**src/rtl/io_halt_handshake.sv**
```systemverilog
// io_halt_handshake: stalls the core on IN/OUT until the operator presses and releases confirm.
// Confirm is synchronized and debounced; IN data is captured at the debounced press.
module io_halt_handshake #(
  parameter int DATA_W   = 16,
  parameter int DEBOUNCE = 4
) (
  input  logic              clk,
  input  logic              rst_n,
  input  logic              in_req,
  input  logic              out_req,
  input  logic [DATA_W-1:0] out_data,
  input  logic [DATA_W-1:0] sw_data,
  input  logic              confirm_sw,
  output logic              halt_c,
  output logic [DATA_W-1:0] in_data,
  output logic              in_valid,
  output logic [DATA_W-1:0] display_data,
  output logic              busy
);
  localparam int CW = $clog2(DEBOUNCE + 1);
  typedef enum logic [1:0] {IDLE, ARM, WAIT_PRESS, WAIT_RELEASE} state_t;
  state_t r_state, w_next;
  logic r_c_s1, r_c_s2, r_db, r_is_in, r_in_valid;
  logic [DATA_W-1:0] r_d_s1, r_d_s2, r_in_data, r_disp;
  logic [CW-1:0] r_cnt;
  logic w_accept;
  assign w_accept = (r_state == IDLE) && (in_req || out_req);
  always_ff @(posedge clk or negedge rst_n) begin
    if (!rst_n) begin
      r_c_s1 <= 1'b0;
      r_c_s2 <= 1'b0;
      r_d_s1 <= '0;
      r_d_s2 <= '0;
      r_db   <= 1'b0;
      r_cnt  <= '0;
    end else begin
      r_c_s1 <= confirm_sw;
      r_c_s2 <= r_c_s1;
      r_d_s1 <= sw_data;
      r_d_s2 <= r_d_s1;
      // level flips only after DEBOUNCE consecutive disagreeing cycles
      if (r_c_s2 == r_db) r_cnt <= '0;
      else if (r_cnt == CW'(DEBOUNCE - 1)) begin
        r_db  <= r_c_s2;
        r_cnt <= '0;
      end else r_cnt <= r_cnt + CW'(1);
    end
  end
  always_ff @(posedge clk or negedge rst_n) begin
    if (!rst_n) r_state <= IDLE;
    else r_state <= w_next;
  end
  always_comb begin
    w_next = r_state;
    w_next = r_state == IDLE       ? (w_accept ? ARM : IDLE) :
             r_state == ARM        ? (r_db ? ARM : WAIT_PRESS) :
             r_state == WAIT_PRESS ? (r_db ? WAIT_RELEASE : WAIT_PRESS) :
                                     (r_db ? WAIT_RELEASE : IDLE);
  end
  always_ff @(posedge clk or negedge rst_n) begin
    if (!rst_n) begin
      r_is_in    <= 1'b0;
      r_disp     <= '0;
      r_in_data  <= '0;
      r_in_valid <= 1'b0;
    end else begin
      if (w_accept) r_is_in <= in_req;
      if (w_accept && !in_req) r_disp <= out_data;
      if (r_state == WAIT_PRESS && r_db && r_is_in) r_in_data <= r_d_s2;
      r_in_valid <= (r_state == WAIT_RELEASE) && !r_db && r_is_in;
    end
  end
  assign halt_c       = r_state != IDLE;
  assign busy         = r_state != IDLE;
  assign in_data      = r_in_data;
  assign in_valid     = r_in_valid;
  assign display_data = r_disp;
endmodule

```
**config.mk**
```make
export PLATFORM = sky130hd
export DESIGN_NAME = io_halt_handshake
export DESIGN_NICKNAME = d
export VERILOG_FILES = /design/src/rtl/io_halt_handshake.sv
export SDC_FILE = /design/constraint.sdc
export NUM_CORES = 1
export LEC_CHECK = 0
export ABC_AREA = 1
export CAP_MARGIN = 20
export CORE_MARGIN = 1.5
export CORE_UTILIZATION = 46
export CTS_CLUSTER_DIAMETER = 60
export DETAILED_ROUTE_END_ITERATION = 8
export PLACE_DENSITY = 0.78
export SLEW_MARGIN = 25
export SYNTH_ARGS = -nofsm -noshare
export SYNTH_HDL_FRONTEND = slang
export SYNTH_SLANG_ARGS = --single-unit
```
**constraint.sdc**
```tcl
create_clock -name clk -period 1.53 [get_ports clk]
set_clock_uncertainty 0.1 [all_clocks]
set_input_delay 0.306 -clock clk [delete_from_list [all_inputs] [get_ports clk]]
set_output_delay 0.306 -clock clk [all_outputs]
set_load 0.01 [all_outputs]
```
==> impl_metrics.env, run 1 <==
export IMPL_drc_errors=0
export IMPL_initial_utilization_pct=48.5
export IMPL_area_delta_synth_final_pct=37.2
export IMPL_cts_buffers=9
export IMPL_cp_required_ns=1.12
export IMPL_syn_area_mm2=0.00252
export IMPL_dp_cells=352
export IMPL_antenna_found_initial=0
export IMPL_grtUsageTotal_pct=18.5
export IMPL_synth_avg_cell_area_um2=11.8
export IMPL_viasPerCell=4.82
export IMPL_core_area_mm2=0.00520
export IMPL_clk_pin_slew_ns=0.07
export IMPL_critPathLaunchType="flip-flop"
export IMPL_period_share_pct=94.9
export IMPL_hold_viol=0
export IMPL_setup_viol=0
export IMPL_rrSetupSlack_ns=0.17
export IMPL_final_core_util_pct=66.5
export IMPL_p_leak_nw=1.77
export IMPL_cap_viol_max_count=0
export IMPL_ioPinCount=72
export IMPL_fin_ws_ns=0.0779
export IMPL_reg2regPathDepth=5
export IMPL_die_w_um=77.1
export IMPL_worstMarginPinSlew_ns=0.250
export IMPL_drv_slew=0
export IMPL_finalCriticalPeriod_ns=1.45
export IMPL_relSlewSlack_pct=83.2
export IMPL_fin_hold_ws_ns=0.249
export IMPL_grt_max_degree=30
export IMPL_synth_top_area_cell="dfrtp_1"
export IMPL_ir_drop_v=0.000834
export IMPL_pwr_density_cell_mw_per_mm2=1700
export IMPL_fin_setup_tns_ns=0
export IMPL_power_mw=5.87
export IMPL_stdcell_count=368
export IMPL_hp_class="reg -> reg"
export IMPL_drive_gt1_share_pct=11.7
export IMPL_drtIter0Drc=92
export IMPL_worstHoldPathCells=0
export IMPL_synth_cell_type_count=23
export IMPL_core_rowCount=26
export IMPL_place_area_mm2=0.00332
export IMPL_antennaDiodeCount=0
export IMPL_clk_latency_ns=0.33
export IMPL_yosys_top_cells_area="dfrtp_1 (73%), nand2_1 (11%), nand4_1 (4.0%)"
export IMPL_crit_path_max_incr_delay_ns=0.38
export IMPL_yosysSeqAreaShare_pct=73.4
export IMPL_dp_slack_ns=-0.0724
export IMPL_routed_wl_um=4820
export IMPL_synth_top_area_share_pct=73.4
export IMPL_critical_path_slowest_cell="dfrtp_1"
export IMPL_critical_path_class="reg -> out"
export IMPL_dieHeight_um=77.1
export IMPL_cp_max_fo=3
export IMPL_cp_arrival_ns=1.05
export IMPL_path_cells="nor2_2 -> inv_2 -> buf_2"
export IMPL_clockBufferDepth=2
export IMPL_cts_sinks=74
export IMPL_io_buffer_count=71
export IMPL_cts_root_buffer="clkbuf_8"
export IMPL_outcome="finished, final reports clean"
export IMPL_cts_tree="built"
export IMPL_synth_cells=213
export IMPL_overflow=0
export IMPL_antenna_left=0
export IMPL_first_pass_iters=4
export IMPL_nFillCells=442
export IMPL_place_hpwl_um=3460
export IMPL_gp_congestion=0.756
export IMPL_wl_per_cell_um=13.1
export IMPL_ys_warn_count=0
export IMPL_rsz0062_at_grt="false"
export IMPL_die_area_mm2=0.00594
export IMPL_synth_ff_latch_count=74
export IMPL_design_area_mm2=0.00346
export IMPL_synth_fp_nets=251
export IMPL_fmax_mhz=689
export IMPL_htreeDepth=3
export IMPL_grt_pass1_wl_um=8060
export IMPL_vias=1772
export IMPL_crit_path_end_kind="output pin"
export IMPL_grt_pass1_vias=1735
export IMPL_nNetsFinal=333
[logic make-up after synthesis]
family                     Yosys count  synth area share, %
and+or+nand+nor                    117                 21.2
DFF                                 74                 73.4
buffers and inverters               17                 4.02
AOI/OAI and AO/OA                    3                0.594
xor gates and xnor gates             1                0.347
adders and majority gates            1                0.496
[cells in the mapped netlist]
master   instances
inv_1            4
nand2_1         71
nor3_1           1
or2_2            2
buf_4            4
nand2_2          1
inv_4            1
nor2_1           4
nand3_2          1
buf_6            2
xnor2_1          1
a21oi_1          1
dfrtp_1         74
o21ai_1          1
ha_1             1
nor2_2           1
inv_2            2
nand3_1         18
nor2_4           1
buf_2            4
nand4_1         16
nand2_4          1
o21ai_0          1
[power breakdown]
part	total, mW	internal, mW	switching [mW]
clock network	1.29	0.659	0.626
logic	1.86	0.812	1.04
registers	2.73	2.46	0.271
[flip-flops by register name (all words and copies together) (netlist names)]
name / cells
r_c_s2: 1
r_is_in: 1
r_db: 1
r_state: 2
in_data: 16
r_d_s2: 16
r_cnt: 3
r_d_s1: 16
display_data: 16
in_valid: 1
r_c_s1: 1
[worst paths after layout]
| check | from | endpoint |
|---|---|---|
| min in group asynchronous | rst_n | r_is_in |
| worst max-delay path | r_state[1] | halt_c |
| max in group asynchronous | rst_n | display_data[12] |
| worst min register to register | r_d_s1[6] | r_d_s2[6] |
| worst max register to register | r_state[1] | display_data[7] |
| worst min-delay path | r_d_s1[6] | r_d_s2[6] |
[layout make-up]
type / instances / area, um^2 / area share (%)
clock inverter: 2 / 13.8 / 0.398
multi-input combinational: 122 / 578 / 16.7
timing repair buffer: 81 / 747 / 21.6
inverter: 7 / 28.8 / 0.831
tap: 70 / 87.6 / 2.53
clock buffer: 12 / 155 / 4.48
sequential: 74 / 1850 / 53.5
[layout by cell type (no fill, tap or decap), types with 2 or more instances in the layout]
cell | synthesis | final
buf_2 | 4 | 2
buf_4 | 4 | 9
nand2_1 | 71 | 71
clkbuf_8 | 0 | 11
inv_2 | 2 | 2
dlygate4sd2_1 | 0 | 33
nand4_1 | 16 | 16
inv_1 | 4 | 4
dfrtp_1 | 74 | 74
nand3_1 | 18 | 18
nor2_1 | 4 | 4
or2_2 | 2 | 2
clkdlybuf4s50_1 | 0 | 35
[metal layers]
layer  share of wire [%]  vias up  GRT usage [%]
met5                   0        -              0
met4                 3.7        0           11.3
met3                 6.2       17           7.14
met2                  49       57           27.2
met1                  41      848           23.1
li1                    -      850              -
[what timing repair did]
| item | CTS | global route |
|---|---|---|
| pin swaps | 1 | 0 |
| endpoints found under the setup margin | 35 | 16 |
| setup buffers | 1 | 0 |
| hold endpoints to repair | 17 | 0 |
| hold buffers | 1 | 0 |
| gates resized for setup | 41 | 1 |
[worst max-delay path, delay by kind of cell, from the launching register on]
kind	cells	cell delay (ns)
buf+inv	2	0.20
flops	1	0.38
simple gates	1	0.14
Power figures use the tool's default switching activity.
==> inputs of run 2 (changes only) <==
- SLEW_MARGIN: 25 -> not set
==> results of run 2 <==
Same layout as run 1: the final DEF is identical, and so are final timing and power.
